File: src/rtl/ga_pkg.sv
// GA coprocessor interface types, opcode/funct constants and issue-FSM states.
// Pure declarations: no latency, no flow control.
package ga_pkg;

    localparam logic [6:0]  GA_OPCODE    = 7'b0001011;
    localparam int unsigned GA_FUNCT_NUM = 8;

    typedef enum logic [4:0] {
        GA_ADD   = 5'd0,
        GA_SUB   = 5'd1,
        GA_MUL   = 5'd2,
        GA_WEDGE = 5'd3,
        GA_DOT   = 5'd4,
        GA_REV   = 5'd5,
        GA_DUAL  = 5'd6,
        GA_NORM  = 5'd7
    } ga_funct_e;

    typedef enum logic [1:0] {
        GA_IDLE,
        GA_ISSUE,
        GA_WAIT,
        GA_WB
    } ga_issue_state_e;

    typedef struct packed {
        logic        valid;
        ga_funct_e   funct;
        logic [31:0] operand_a;
        logic [31:0] operand_b;
        logic [4:0]  ga_reg_a;
        logic [4:0]  ga_reg_b;
        logic [4:0]  rd_addr;
        logic        use_ga_regs;
        logic        we;
    } ga_req_t;

    typedef struct packed {
        logic        valid;
        logic        busy;
        logic        error;
        logic        overflow;
        logic        underflow;
        logic [31:0] result;
    } ga_resp_t;

endpackage

File: src/rtl/ga_issue_unit.sv
// Decodes custom-0 GA instructions, stalls ID, issues one coprocessor request and retires it.
// Request waits in ISSUE while resp.busy; status pulses and RF writeback are registered (1 cycle after the deciding event).
module ga_issue_unit
    import ga_pkg::*;
#(
    parameter int unsigned TimeoutCycles = 64,
    parameter logic        GAEnable      = 1'b1
) (
    input  logic        clk_i,
    input  logic        rst_i,
    input  logic        instr_valid_i,
    input  logic [31:0] instr_i,
    input  logic [31:0] rs1_rdata_i,
    input  logic [31:0] rs2_rdata_i,
    input  logic        flush_i,
    output logic        stall_o,
    output logic        illegal_o,
    output logic        error_o,
    output logic        timeout_o,
    output logic        done_o,
    output logic        wb_we_o,
    output logic [4:0]  wb_addr_o,
    output logic [31:0] wb_wdata_o,
    output ga_req_t     ga_req_o,
    input  ga_resp_t    ga_resp_i
);

    localparam int unsigned     CntW    = $clog2(TimeoutCycles + 1);
    localparam logic [CntW-1:0] CntLast = CntW'(TimeoutCycles - 1);

    ga_issue_state_e state_q, state_d;
    logic [CntW-1:0] cnt_q, cnt_d;
    ga_req_t         req_q, req_d;
    logic            illegal_q, illegal_d;
    logic            error_q, error_d;
    logic            timeout_q, timeout_d;
    logic            done_q, done_d;
    logic            wb_we_q, wb_we_d;
    logic [4:0]      wb_addr_q, wb_addr_d;
    logic [31:0]     wb_wdata_q, wb_wdata_d;

    logic is_ga;
    logic accept;
    logic legal;
    logic needs_wb;
    logic unused_bits;

    assign is_ga    = (instr_i[6:0] == GA_OPCODE);
    assign accept   = instr_valid_i & is_ga & ~flush_i;
    assign legal    = GAEnable && ({27'b0, instr_i[29:25]} < GA_FUNCT_NUM);
    // Only integer-destination ops with a real rd need the RF write cycle.
    assign needs_wb = ~req_q.we & (req_q.rd_addr != 5'd0);

    assign unused_bits = ^{ga_resp_i.overflow, ga_resp_i.underflow, instr_i[31:30], instr_i[14]};

    always_comb begin
        state_d          = state_q;
        cnt_d            = cnt_q;
        req_d            = req_q;
        illegal_d        = 1'b0;
        error_d          = 1'b0;
        timeout_d        = 1'b0;
        done_d           = 1'b0;
        wb_we_d          = 1'b0;
        wb_addr_d        = 5'd0;
        wb_wdata_d       = 32'd0;
        ga_req_o         = req_q;
        ga_req_o.valid   = 1'b0;

        case (state_q)
            GA_IDLE: begin
                if (accept) begin
                    if (!legal) begin
                        illegal_d = 1'b1;
                    end else begin
                        req_d.valid       = 1'b0;
                        req_d.funct       = ga_funct_e'(instr_i[29:25]);
                        req_d.operand_a   = rs1_rdata_i;
                        req_d.operand_b   = rs2_rdata_i;
                        req_d.ga_reg_a    = instr_i[19:15];
                        req_d.ga_reg_b    = instr_i[24:20];
                        req_d.rd_addr     = instr_i[11:7];
                        req_d.use_ga_regs = instr_i[12];
                        req_d.we          = instr_i[13];
                        state_d           = GA_ISSUE;
                    end
                end
            end
            GA_ISSUE: begin
                if (flush_i) begin
                    state_d = GA_IDLE;
                end else if (!ga_resp_i.busy) begin
                    ga_req_o.valid = 1'b1;
                    cnt_d          = '0;
                    state_d        = GA_WAIT;
                end
            end
            GA_WAIT: begin
                cnt_d = cnt_q + 1'b1;
                if (ga_resp_i.valid) begin
                    cnt_d   = '0;
                    state_d = GA_IDLE;
                    if (ga_resp_i.error) begin
                        error_d = 1'b1;
                    end else if (needs_wb) begin
                        state_d    = GA_WB;
                        wb_we_d    = 1'b1;
                        wb_addr_d  = req_q.rd_addr;
                        wb_wdata_d = ga_resp_i.result;
                        done_d     = 1'b1;
                    end else begin
                        done_d = 1'b1;
                    end
                end else if (cnt_q == CntLast) begin
                    cnt_d     = '0;
                    error_d   = 1'b1;
                    timeout_d = 1'b1;
                    state_d   = GA_IDLE;
                end
            end
            GA_WB: begin
                state_d = GA_IDLE;
            end
            default: begin
                state_d = GA_IDLE;
            end
        endcase
    end

    always_ff @(posedge clk_i) begin
        if (rst_i) begin
            state_q    <= GA_IDLE;
            cnt_q      <= '0;
            req_q      <= '0;
            illegal_q  <= 1'b0;
            error_q    <= 1'b0;
            timeout_q  <= 1'b0;
            done_q     <= 1'b0;
            wb_we_q    <= 1'b0;
            wb_addr_q  <= 5'd0;
            wb_wdata_q <= 32'd0;
        end else begin
            state_q    <= state_d;
            cnt_q      <= cnt_d;
            req_q      <= req_d;
            illegal_q  <= illegal_d;
            error_q    <= error_d;
            timeout_q  <= timeout_d;
            done_q     <= done_d;
            wb_we_q    <= wb_we_d;
            wb_addr_q  <= wb_addr_d;
            wb_wdata_q <= wb_wdata_d;
        end
    end

    assign stall_o    = (state_q != GA_IDLE) | accept;
    assign illegal_o  = illegal_q;
    assign error_o    = error_q;
    assign timeout_o  = timeout_q;
    assign done_o     = done_q;
    assign wb_we_o    = wb_we_q;
    assign wb_addr_o  = wb_addr_q;
    assign wb_wdata_o = wb_wdata_q;

endmodule

File: config.mk
export PLATFORM = sky130hd
export DESIGN_NAME = ga_issue_unit
export DESIGN_NICKNAME = d
export VERILOG_FILES = /design/src/rtl/ga_pkg.sv /design/src/rtl/ga_issue_unit.sv
export SDC_FILE = /design/constraint.sdc
export NUM_CORES = 1
export LEC_CHECK = 0
export BUFFER_PORTS_ARGS = -buffer_cell sky130_fd_sc_hd__buf_2
export CORE_MARGIN = 2
export CORE_UTILIZATION = 35
export DETAILED_ROUTE_END_ITERATION = 7
export PLACE_DENSITY_LB_ADDON = 0.08
export SLEW_MARGIN = 20
export SYNTH_ARGS = -nofsm -noshare
export SYNTH_HDL_FRONTEND = slang
export SYNTH_SLANG_ARGS = --single-unit
File: constraint.sdc
create_clock -name clk_i -period 2.2 [get_ports clk_i]
set_input_delay 0.22 -clock clk_i [delete_from_list [all_inputs] [get_ports clk_i]]
set_output_delay 0.22 -clock clk_i [all_outputs]
set_load 0.01 [all_outputs]
==> flow_metrics.tcl <==
set metrics [dict create \
    initial_core_util 0.3574 \
    multiInputGateArea_um2 1827 \
    finalWirelength_um 12220 \
    antenna_found_initial 2 \
    cts_buffers 17 \
    gp_congestion 0.7219 \
    skew_ns 0.009250 \
    synth.most_common_cell "dfxtp_1" \
    async_flop_share 0 \
    synthFlopType "dfxtp_1" \
    setup_viol 0 \
    synth_edf_count 0 \
    endpoint_kind "flip-flop" \
    coreArea_um2 13190 \
    finalCritPeriodShare 0.8178 \
    grt_max_degree 98 \
    synthCells 436 \
    synth_area_leaders "dfxtp_1 (58%), mux2i_1 (18%), nor2_1 (7.2%)" \
    p_int_w 0.004274 \
    slew_viol_final 0 \
    cp.arrival_ns 2.10 \
    grtUsageTotal 0.1670 \
    hold_violations 0 \
    die-area_um2 14410 \
    num_vias 4053 \
    ys_ff_latch 137 \
    syn_area_um2 4715 \
    fin_nets 862 \
    sequentialPowerShare 0.458 \
    synth_common_cells "dfxtp_1 (137), nor2_1 (90), mux2i_1 (85)" \
    grt_overflow_total 0 \
    status "finished, final reports clean" \
    p_per_area_nw_per_um2 771.3 \
    wl_per_cell_um 13.37 \
    fin_tns_setup_ns 0 \
    io_pins 267 \
    final_core_util 0.5327 \
    die_y_um 120.1 \
    hold_class "input port to flip-flop" \
    grt_pass1_vias 3721 \
    yosysTopAreaCell "dfxtp_1" \
    combPwrFrac 0.037 \
    fillers 1229 \
    synth_cell_types 38 \
    area_growth_pct 49.04 \
    syn_nets 574 \
    cts.htree.levels 4 \
    tightest_slew_ns 1.014 \
    power.leakage_nw 4.018 \
    switching_share 0.2113 \
    cts_max_path_buffers 2 \
    clkTransAtPathRegs_ns 0.06 \
    postSynthAreaPerCell_um2 10.81 \
    viasPerCell 4.434 \
    worstSetupPathType "flip-flop to flip-flop" \
    drtPass1Iterations 4 \
    num_rows 42 \
    cts-root-buf "clkbuf_16" \
    antenna_left 0 \
    rsz0062_at_grt "no" \
    final_layout_size_suffix_gt1_frac 0.4111 \
    start_kind "flip-flop" \
    insertion_delay_ns 0.41 \
    layout_min_cycle_time_ns 1.799 \
    drv_cap 0 \
    regArea_um2 2743 \
    ir_drop_uv 437.1 \
    yosys_warnings 0 \
    clkPwrFrac 0.505 \
    required_ns 2.50 \
    synth.top_cell.area_share 0.5817 \
    switchingPower_w 0.001145 \
    relSlewSlack 0.3239 \
    fmax_mhz 555.8 \
    drt_iter0_markers 155 \
    grt_pass1_wl_um 18790 \
    io_buffers 261 \
    critPathMaxFanout 38 \
    cts_setup_buffers 0 \
    drc 0 \
    cts_tree "yes" \
    cts_sinks 137 \
    r2r_slack_ns 0.40 \
    die_w_um 120.1 \
    ys_seq_area_frac 0.5817 \
    hpwl_um 8591 \
]
final timing paths:
path / start / end / cells past startpoint
setup / recovery: ga_req_o[6] / wb_wdata_o[25] / 5
setup reg to reg: ga_req_o[6] / wb_wdata_o[25] / 5
hold / removal: ga_resp_i[28] / wb_wdata_o[28] / 2
hold reg to reg: cnt_q[6] / cnt_q[6] / 1
final cells by class:
cell class	instances	share of cell area
diodes	1	0.0003561
clock buffers	17	0.06054
clock inverters	15	0.02155
inverters	1	0.0005342
multi-input cells	271	0.2600
flip-flops and latches	137	0.3903
well taps	176	0.03134
repair buffers	296	0.2354
cells in the final DEF, fill, tap and decap left out, types with 2 or more instances in the layout:
cell type | Yosys | final
nor3b_1 | 2 | 2
buf_2 | 11 | 261
dfxtp_1 | 137 | 137
nor4_1 | 2 | 2
nand3b_1 | 2 | 2
buf_4 | 3 | 5
nand2_1 | 4 | 4
clkbuf_16 | 0 | 17
nand4_1 | 3 | 3
a21oi_1 | 11 | 11
and3b_1 | 4 | 4
bufinv_16 | 0 | 2
nor4b_1 | 4 | 4
mux2i_1 | 85 | 85
clkinv_2 | 0 | 5
clkinvlp_4 | 0 | 3
inv_6 | 0 | 2
dlygate4sd3_1 | 0 | 29
and2_1 | 38 | 38
nand3_1 | 3 | 3
nor2_1 | 90 | 90
nor2b_1 | 2 | 2
clkinv_4 | 0 | 3
o21ai_0 | 3 | 3
per-layer routing:
| metal | wire, um | track usage |
|---|---|---|
| met5 | 13 | 0 |
| met4 | 264 | 0.07721 |
| met3 | 1112 | 0.06226 |
| met2 | 5737 | 0.2724 |
| met1 | 5091 | 0.1940 |
worst max-delay path, stage by stage, from the launching register on:
cell and delay, ns:
dfxtp_1 0.34, or4_1 0.58, o21bai_1 0.26, nor2b_2 0.07, buf_4 0.22, and2_1 0.20
state kept, by name, indices dropped and copies added, names as in the netlist:
| signal | flops |
|---|---|
| error_o | 1 |
| wb_we_o | 1 |
| state_q | 2 |
| wb_wdata_o | 32 |
| wb_addr_o | 5 |
| cnt_q | 7 |
| timeout_o | 1 |
| ga_req_o | 86 |
| illegal_o | 1 |
| done_o | 1 |
cells by family after synthesis:
kind of cell | Yosys count | share of synthesized area
simple gates | 163 | 0.1746
flops | 137 | 0.5817
mux | 85 | 0.1805
buf+inv | 28 | 0.03078
compound gates | 22 | 0.02973
fa+ha+maj | 1 | 0.002654
per-stage QoR:
step | instance area (um^2) | hold slack, ns | setup WS (ns) | std cells | power [W]
2_1_floorplan | 4715 | 0.2943 | 0.5207 | 436 | 0.002575
3_3_place_gp | 6157 | 0.4184 | 0.3373 | 852 | 0.002696
3_5_place_dp | 6157 | 0.4220 | 0.3366 | 852 | 0.002698
4_1_cts | 7024 | 0.003177 | 0.3962 | 913 | 0.005500
5_1_grt | 7027 | 0.005502 | 0.2569 | 914 | 0.005643
6_report | 7027 | 0.02126 | 0.4009 | 914 | 0.005420
power groups by stage:
stage / sequential, W / combinational, W / clock, W
after floorplan: 0.00254 / 0.0000379 / 0
after global placement: 0.00254 / 0.000160 / 0
after detailed placement: 0.00254 / 0.000162 / 0
after CTS: 0.00248 / 0.000203 / 0.00281
after global routing: 0.00248 / 0.000220 / 0.00294
final: 0.00248 / 0.000202 / 0.00274
what timing repair did:
item                      CTS  global route
hold buffers               29             0
hold endpoints to repair   29             0
gates resized for setup     0             0
No activity file was read; power rests on OpenSTA's default activity.
